### src/rtl/load_store_unit_if.sv
// Bundles the execute-stage request, write-back and data_memory signals of the load/store unit.
// The slave modport is the unit's view; the master modport is the surrounding datapath/memory.
interface load_store_unit_if #(
    parameter int ADDR_WIDTH    = 8,
    parameter int DATA_WIDTH    = 8,
    parameter int REG_IDX_WIDTH = 3
) ();
    logic                     req_valid;
    logic                     req_ready;
    logic                     req_is_store;
    logic [ADDR_WIDTH-1:0]    req_base;
    logic [ADDR_WIDTH-1:0]    req_offset;
    logic [DATA_WIDTH-1:0]    req_store_data;
    logic [REG_IDX_WIDTH-1:0] req_dest_reg;
    logic                     mem_read;
    logic                     mem_write;
    logic [ADDR_WIDTH-1:0]    mem_address;
    logic [DATA_WIDTH-1:0]    mem_write_data;
    logic [DATA_WIDTH-1:0]    mem_read_data;
    logic                     wb_valid;
    logic                     wb_ready;
    logic [REG_IDX_WIDTH-1:0] wb_dest_reg;
    logic [DATA_WIDTH-1:0]    wb_data;
    logic                     busy;

    modport slave (
        input  req_valid, req_is_store, req_base, req_offset, req_store_data, req_dest_reg,
        input  mem_read_data, wb_ready,
        output req_ready, mem_read, mem_write, mem_address, mem_write_data,
        output wb_valid, wb_dest_reg, wb_data, busy
    );

    modport master (
        output req_valid, req_is_store, req_base, req_offset, req_store_data, req_dest_reg,
        output mem_read_data, wb_ready,
        input  req_ready, mem_read, mem_write, mem_address, mem_write_data,
        input  wb_valid, wb_dest_reg, wb_data, busy
    );
endinterface

### src/rtl/load_store_unit.sv
// Load/store sequencer: accepts one request at a time, strobes data_memory with base+offset,
// and hands load results to register write-back over a valid/ready handshake.
module load_store_unit #(
    parameter int ADDR_WIDTH    = 8,
    parameter int DATA_WIDTH    = 8,
    parameter int REG_IDX_WIDTH = 3,
    parameter int READ_LATENCY  = 1
) (
    input  logic              clock,
    input  logic              reset,
    load_store_unit_if.slave  bus
);
    typedef enum logic [1:0] {
        S_IDLE  = 2'd0,
        S_STORE = 2'd1,
        S_LOAD  = 2'd2,
        S_WB    = 2'd3
    } state_t;

    localparam int CNT_W = 3;
    localparam logic [CNT_W-1:0] LAST_CNT = CNT_W'(READ_LATENCY - 1);

    state_t                   state_q, state_d;
    logic [CNT_W-1:0]         cnt_q, cnt_d;
    logic [ADDR_WIDTH-1:0]    addr_q, addr_d;
    logic [DATA_WIDTH-1:0]    wdata_q, wdata_d;
    logic [REG_IDX_WIDTH-1:0] dest_q, dest_d;
    logic [DATA_WIDTH-1:0]    rdata_q, rdata_d;

    // Next-state and datapath capture; address/store data only move on accept.
    always_comb begin
        state_d = state_q;
        cnt_d   = cnt_q;
        addr_d  = addr_q;
        wdata_d = wdata_q;
        dest_d  = dest_q;
        rdata_d = rdata_q;
        case (state_q)
            S_IDLE: begin
                if (bus.req_valid) begin
                    addr_d = bus.req_base + bus.req_offset;
                    dest_d = bus.req_dest_reg;
                    cnt_d  = {CNT_W{1'b0}};
                    if (bus.req_is_store) begin
                        wdata_d = bus.req_store_data;
                        state_d = S_STORE;
                    end else begin
                        state_d = S_LOAD;
                    end
                end else begin
                    state_d = S_IDLE;
                end
            end
            S_STORE: begin
                state_d = S_IDLE;
            end
            S_LOAD: begin
                if (cnt_q == LAST_CNT) begin
                    rdata_d = bus.mem_read_data;
                    state_d = S_WB;
                end else begin
                    cnt_d = cnt_q + 3'd1;
                end
            end
            S_WB: begin
                if (bus.wb_ready) begin
                    state_d = S_IDLE;
                end else begin
                    state_d = S_WB;
                end
            end
            default: begin
                state_d = S_IDLE;
            end
        endcase
    end

    // State and datapath registers with synchronous reset.
    always_ff @(posedge clock) begin
        if (reset) begin
            state_q <= S_IDLE;
            cnt_q   <= {CNT_W{1'b0}};
            addr_q  <= {ADDR_WIDTH{1'b0}};
            wdata_q <= {DATA_WIDTH{1'b0}};
            dest_q  <= {REG_IDX_WIDTH{1'b0}};
            rdata_q <= {DATA_WIDTH{1'b0}};
        end else begin
            state_q <= state_d;
            cnt_q   <= cnt_d;
            addr_q  <= addr_d;
            wdata_q <= wdata_d;
            dest_q  <= dest_d;
            rdata_q <= rdata_d;
        end
    end

    // Strobes and handshakes decode the state register only, so no input-to-output paths exist.
    assign bus.req_ready      = (state_q == S_IDLE);
    assign bus.busy           = (state_q != S_IDLE);
    assign bus.mem_write      = (state_q == S_STORE);
    assign bus.mem_read       = (state_q == S_LOAD);
    assign bus.wb_valid       = (state_q == S_WB);
    assign bus.mem_address    = addr_q;
    assign bus.mem_write_data = wdata_q;
    assign bus.wb_dest_reg    = dest_q;
    assign bus.wb_data        = rdata_q;
endmodule

### src/flat_wrapper.sv
// flat-port wrapper written by rule: the top's interface ports become plain ports
module load_store_unit_flat 
#(
    parameter int ADDR_WIDTH    = 8,
    parameter int DATA_WIDTH    = 8,
    parameter int REG_IDX_WIDTH = 3,
    parameter int READ_LATENCY  = 1
)
  (clock, reset, bus_req_valid, bus_req_is_store, bus_req_base, bus_req_offset, bus_req_store_data, bus_req_dest_reg, bus_mem_read_data, bus_wb_ready, bus_req_ready, bus_mem_read, bus_mem_write, bus_mem_address, bus_mem_write_data, bus_wb_valid, bus_wb_dest_reg, bus_wb_data, bus_busy);
  load_store_unit_if #(.ADDR_WIDTH(ADDR_WIDTH), .DATA_WIDTH(DATA_WIDTH), .REG_IDX_WIDTH(REG_IDX_WIDTH)) bus_i ();
  input  logic clock;
  input  logic reset;
  input wire logic [$bits(bus_i.req_valid)-1:0] bus_req_valid;
  input wire logic [$bits(bus_i.req_is_store)-1:0] bus_req_is_store;
  input wire logic [$bits(bus_i.req_base)-1:0] bus_req_base;
  input wire logic [$bits(bus_i.req_offset)-1:0] bus_req_offset;
  input wire logic [$bits(bus_i.req_store_data)-1:0] bus_req_store_data;
  input wire logic [$bits(bus_i.req_dest_reg)-1:0] bus_req_dest_reg;
  input wire logic [$bits(bus_i.mem_read_data)-1:0] bus_mem_read_data;
  input wire logic [$bits(bus_i.wb_ready)-1:0] bus_wb_ready;
  output wire logic [$bits(bus_i.req_ready)-1:0] bus_req_ready;
  output wire logic [$bits(bus_i.mem_read)-1:0] bus_mem_read;
  output wire logic [$bits(bus_i.mem_write)-1:0] bus_mem_write;
  output wire logic [$bits(bus_i.mem_address)-1:0] bus_mem_address;
  output wire logic [$bits(bus_i.mem_write_data)-1:0] bus_mem_write_data;
  output wire logic [$bits(bus_i.wb_valid)-1:0] bus_wb_valid;
  output wire logic [$bits(bus_i.wb_dest_reg)-1:0] bus_wb_dest_reg;
  output wire logic [$bits(bus_i.wb_data)-1:0] bus_wb_data;
  output wire logic [$bits(bus_i.busy)-1:0] bus_busy;
  assign bus_i.req_valid = bus_req_valid;
  assign bus_i.req_is_store = bus_req_is_store;
  assign bus_i.req_base = bus_req_base;
  assign bus_i.req_offset = bus_req_offset;
  assign bus_i.req_store_data = bus_req_store_data;
  assign bus_i.req_dest_reg = bus_req_dest_reg;
  assign bus_i.mem_read_data = bus_mem_read_data;
  assign bus_i.wb_ready = bus_wb_ready;
  assign bus_req_ready = bus_i.req_ready;
  assign bus_mem_read = bus_i.mem_read;
  assign bus_mem_write = bus_i.mem_write;
  assign bus_mem_address = bus_i.mem_address;
  assign bus_mem_write_data = bus_i.mem_write_data;
  assign bus_wb_valid = bus_i.wb_valid;
  assign bus_wb_dest_reg = bus_i.wb_dest_reg;
  assign bus_wb_data = bus_i.wb_data;
  assign bus_busy = bus_i.busy;
  load_store_unit #(.ADDR_WIDTH(ADDR_WIDTH), .DATA_WIDTH(DATA_WIDTH), .REG_IDX_WIDTH(REG_IDX_WIDTH), .READ_LATENCY(READ_LATENCY)) u_core (.clock(clock), .reset(reset), .bus(bus_i));
endmodule
### config.mk
export PLATFORM = sky130hd
export DESIGN_NAME = load_store_unit_flat
export DESIGN_NICKNAME = d
export VERILOG_FILES = /design/src/rtl/load_store_unit_if.sv /design/src/rtl/load_store_unit.sv /design/src/flat_wrapper.sv
export SDC_FILE = /design/constraint.sdc
export NUM_CORES = 1
export LEC_CHECK = 0
export ABC_AREA = 1
export CORE_ASPECT_RATIO = 1.25
export CORE_UTILIZATION = 44
export CTS_CLUSTER_SIZE = 40
export DETAILED_ROUTE_END_ITERATION = 8
export HOLD_SLACK_MARGIN = 0.08
export PLACE_DENSITY = 0.84
export SYNTH_ARGS = -nofsm -noshare
export SYNTH_HDL_FRONTEND = slang
export SYNTH_SLANG_ARGS = --single-unit
### constraint.sdc
create_clock -name clock -period 2.45 [get_ports clock]
set_input_delay 0.735 -clock clock [delete_from_list [all_inputs] [get_ports clock]]
set_output_delay 0.735 -clock clock [all_outputs]
set_load 0.05 [all_outputs]
==> impl_metrics.toml <==
[status]
status = "finished, final reports clean"

[setup_path]
cp.buffers_inverters = 1
slowest_stage = "clkdlybuf4s50_1"
worst_path_largest_cell_delay_ns = 0.82
worstSetupStartpointType = "flop"
path_cells = "clkdlybuf4s50_1"
cp_top_family = "buffers and inverters"
critical_path_arrival_ns = 1.45
path_max_fanout = 2
worstSetupEndpointType = "output pin"
path_class = "flop to output pin"
cp_data_required_time_ns = 1.71
cp.depth = 1
reg2reg_depth = 8

[clock_tree]
cts_tree = "built"
cts_buffer_depth = 2
cts_resized = 0
post_cts_buffers = 0
clk_root_buffer_cell = "clkbuf_8"
cts_buffers = 5
h-tree-depth = 2
clkTransAtPathRegs_ns = 0.06
insertion_delay_ns = 0.28
cts.sinks = 32
cts_hold_buf = 0

[floorplan]
die_w_um = 56.0
fp-row-count = 24
die_h_um = 69.5
io_pins = 72
initial_utilization_pct = 46.0
coreArea_mm2 = 0.00348
die-area_mm2 = 0.00389

[pwr]
p_per_area_mw_per_mm2 = 656
seq_power_share_pct = 36.9
clkPwrFrac_pct = 30.3
power_frac_comb_pct = 32.8
p_leak_nw = 1.14
peakVddDrop_uv = 537
power.internal_mw = 1.08
p_sw_share_pct = 33.1
p_switching_uw = 531

[hold_path]
min_path_cells = 2
worstHoldPathType = "flop to flop"

[synth]
postSynthAreaPerCell_um2 = 7.21
yosysWarningCount = 0
syn_area_mm2 = 0.00160
synth-compound-area-share_pct = 11.6
ys_seq_area_share_pct = 40.0
synth_cells = 222
synth_top_family_by_area = "simple AND/OR/NAND/NOR gates"
syn_nets = 272
yosysUniqueCellTypes = 24
ys_ff_latch = 32
synthSimpleGateAreaFrac_pct = 28.9
synthAdderAreaFrac_pct = 8.28
synthMuxAreaShare_pct = 0
synth-xor-area-share_pct = 1.64

[global_route]
grt_first_pass_wirelength_um = 6040
grt_pass1_vias = 1484
grt_max_degree = 26
globalRouteOverflowTotal = 0
antenna_found_initial = 0
grt_util_all_layers_pct = 19.7

[final_layout]
area_delta_synth_final_pct = 52.9
fin_util_pct = 70.3
drive_gt1_share_pct = 9.00
nets = 349
final_area_mm2 = 0.00245
layout_common_cells = "clkdlybuf4s50_1, nor2_1, dfxtp_1, inv_1, nand2_1"
final_common_cell = "clkdlybuf4s50_1"
layout.cells.non_filler = 339
antennaDiodeCount = 0

[sta]
tns_ns = 0
slew_viol_final = 0
period_share_pct = 89.4
final-hold-violation-count = 0
period_needed_ns = 2.19
rsz0062_at_grt = "false"
holdWs_ns = 0.483
setup_viol = 0
fmax_mhz = 457
tightest_slew_ns = 0.509
relSlewSlack_pct = 65.9
fin_skew_ns = 0.00574

[placement]
dpl.hpwl_um = 2610
place.gp.congestion = 0.723
io_buffers = 71
post_dp_cell_area_mm2 = 0.00234
dp.cells = 331

[routing]
drt-total-wl_um = 3400
ant_nets = 0
viasPerCell = 4.70
drtIter0Drc = 45
vias = 1592
drcViolationCount = 0
wl_per_cell_um = 10.0
dr.pass1.iters = 4

[flow_run]
drv_cap = 0
power groups by stage:
stage / clock [mW] / sequential, mW / combinational, mW
finish: 0.487 / 0.593 / 0.526
global route: 0.527 / 0.600 / 0.571
CTS: 0.504 / 0.594 / 0.531
detailed placement: 0 / 0.604 / 0.529
global placement: 0 / 0.603 / 0.523
floorplan: 0 / 0.746 / 0.202
routing by layer:
| metal | GRT usage (%) | wire [um] |
|---|---|---|
| met4 | 8.94 | 70 |
| met3 | 5.78 | 200 |
| met2 | 35.7 | 1710 |
| met5 | 0 | 0 |
| met1 | 20.6 | 1420 |
layout make-up:
type                    count  area, um^2
repair buffers             75         728
fillers                   303        1030
clock inverters             2        35.0
well taps                  39        48.8
clock buffers               6        72.6
multi-input cells         154         807
flip-flops and latches     32         641
inverters                  31         116
final timing paths:
path | start | endpoint | slack [ns]
worst min-delay path | u_core.bus.wb_data[6] | u_core.bus.wb_data[6] | 0.48
worst min register to register | u_core.bus.wb_data[6] | u_core.bus.wb_data[6] | 0.48
worst max-delay path | u_core.bus.mem_address[3] | bus_mem_address[3] | 0.26
worst max register to register | u_core.cnt_q[0] | u_core.bus.wb_data[1] | 1.07
cells by family after synthesis:
kind of cell	Yosys count
AND/OR/NAND/NOR	107
buffers and inverters	36
AO/OA/AOI/OAI	34
flip-flops	32
adder cells (fa/ha/maj)	10
XOR/XNOR	3
worst reg2reg max path: stages (launching register included):
cell	delay [ns]
dfxtp_1	0.38
inv_1	0.06
ha_1	0.19
inv_1	0.05
nor2_1	0.05
nand2_1	0.20
inv_1	0.19
nor2_1	0.12
nor2_1	0.06
cells in the mapped netlist:
master	instances	area, um^2
clkbuf_1	3	11.3
nand3b_1	3	22.5
xor2_1	2	17.5
inv_1	29	109
nand2_1	27	101
buf_8	1	15.0
or2_1	1	6.26
o21ai_0	24	120
ha_1	9	113
nor2_4	2	22.5
nand3_1	10	50.1
inv_2	2	7.51
and2_1	1	6.26
nand2_4	1	11.3
nor2_1	58	218
dfxtp_1	32	641
buf_6	1	11.3
o211ai_2	1	12.5
or2_2	2	12.5
nor2_2	2	12.5
fa_1	1	20.0
a211oi_2	1	12.5
xnor2_1	1	8.76
a21oi_1	8	40.0
per-stage QoR:
step / worst slack [ns] / power, mW
2_1_floorplan: 0.426 / 0.948
3_3_place_gp: 0.0372 / 1.13
3_5_place_dp: -0.0260 / 1.13
4_1_cts: 0.244 / 1.63
5_1_grt: 0.138 / 1.70
6_report: 0.261 / 1.61
Power figures use the tool's default switching activity.
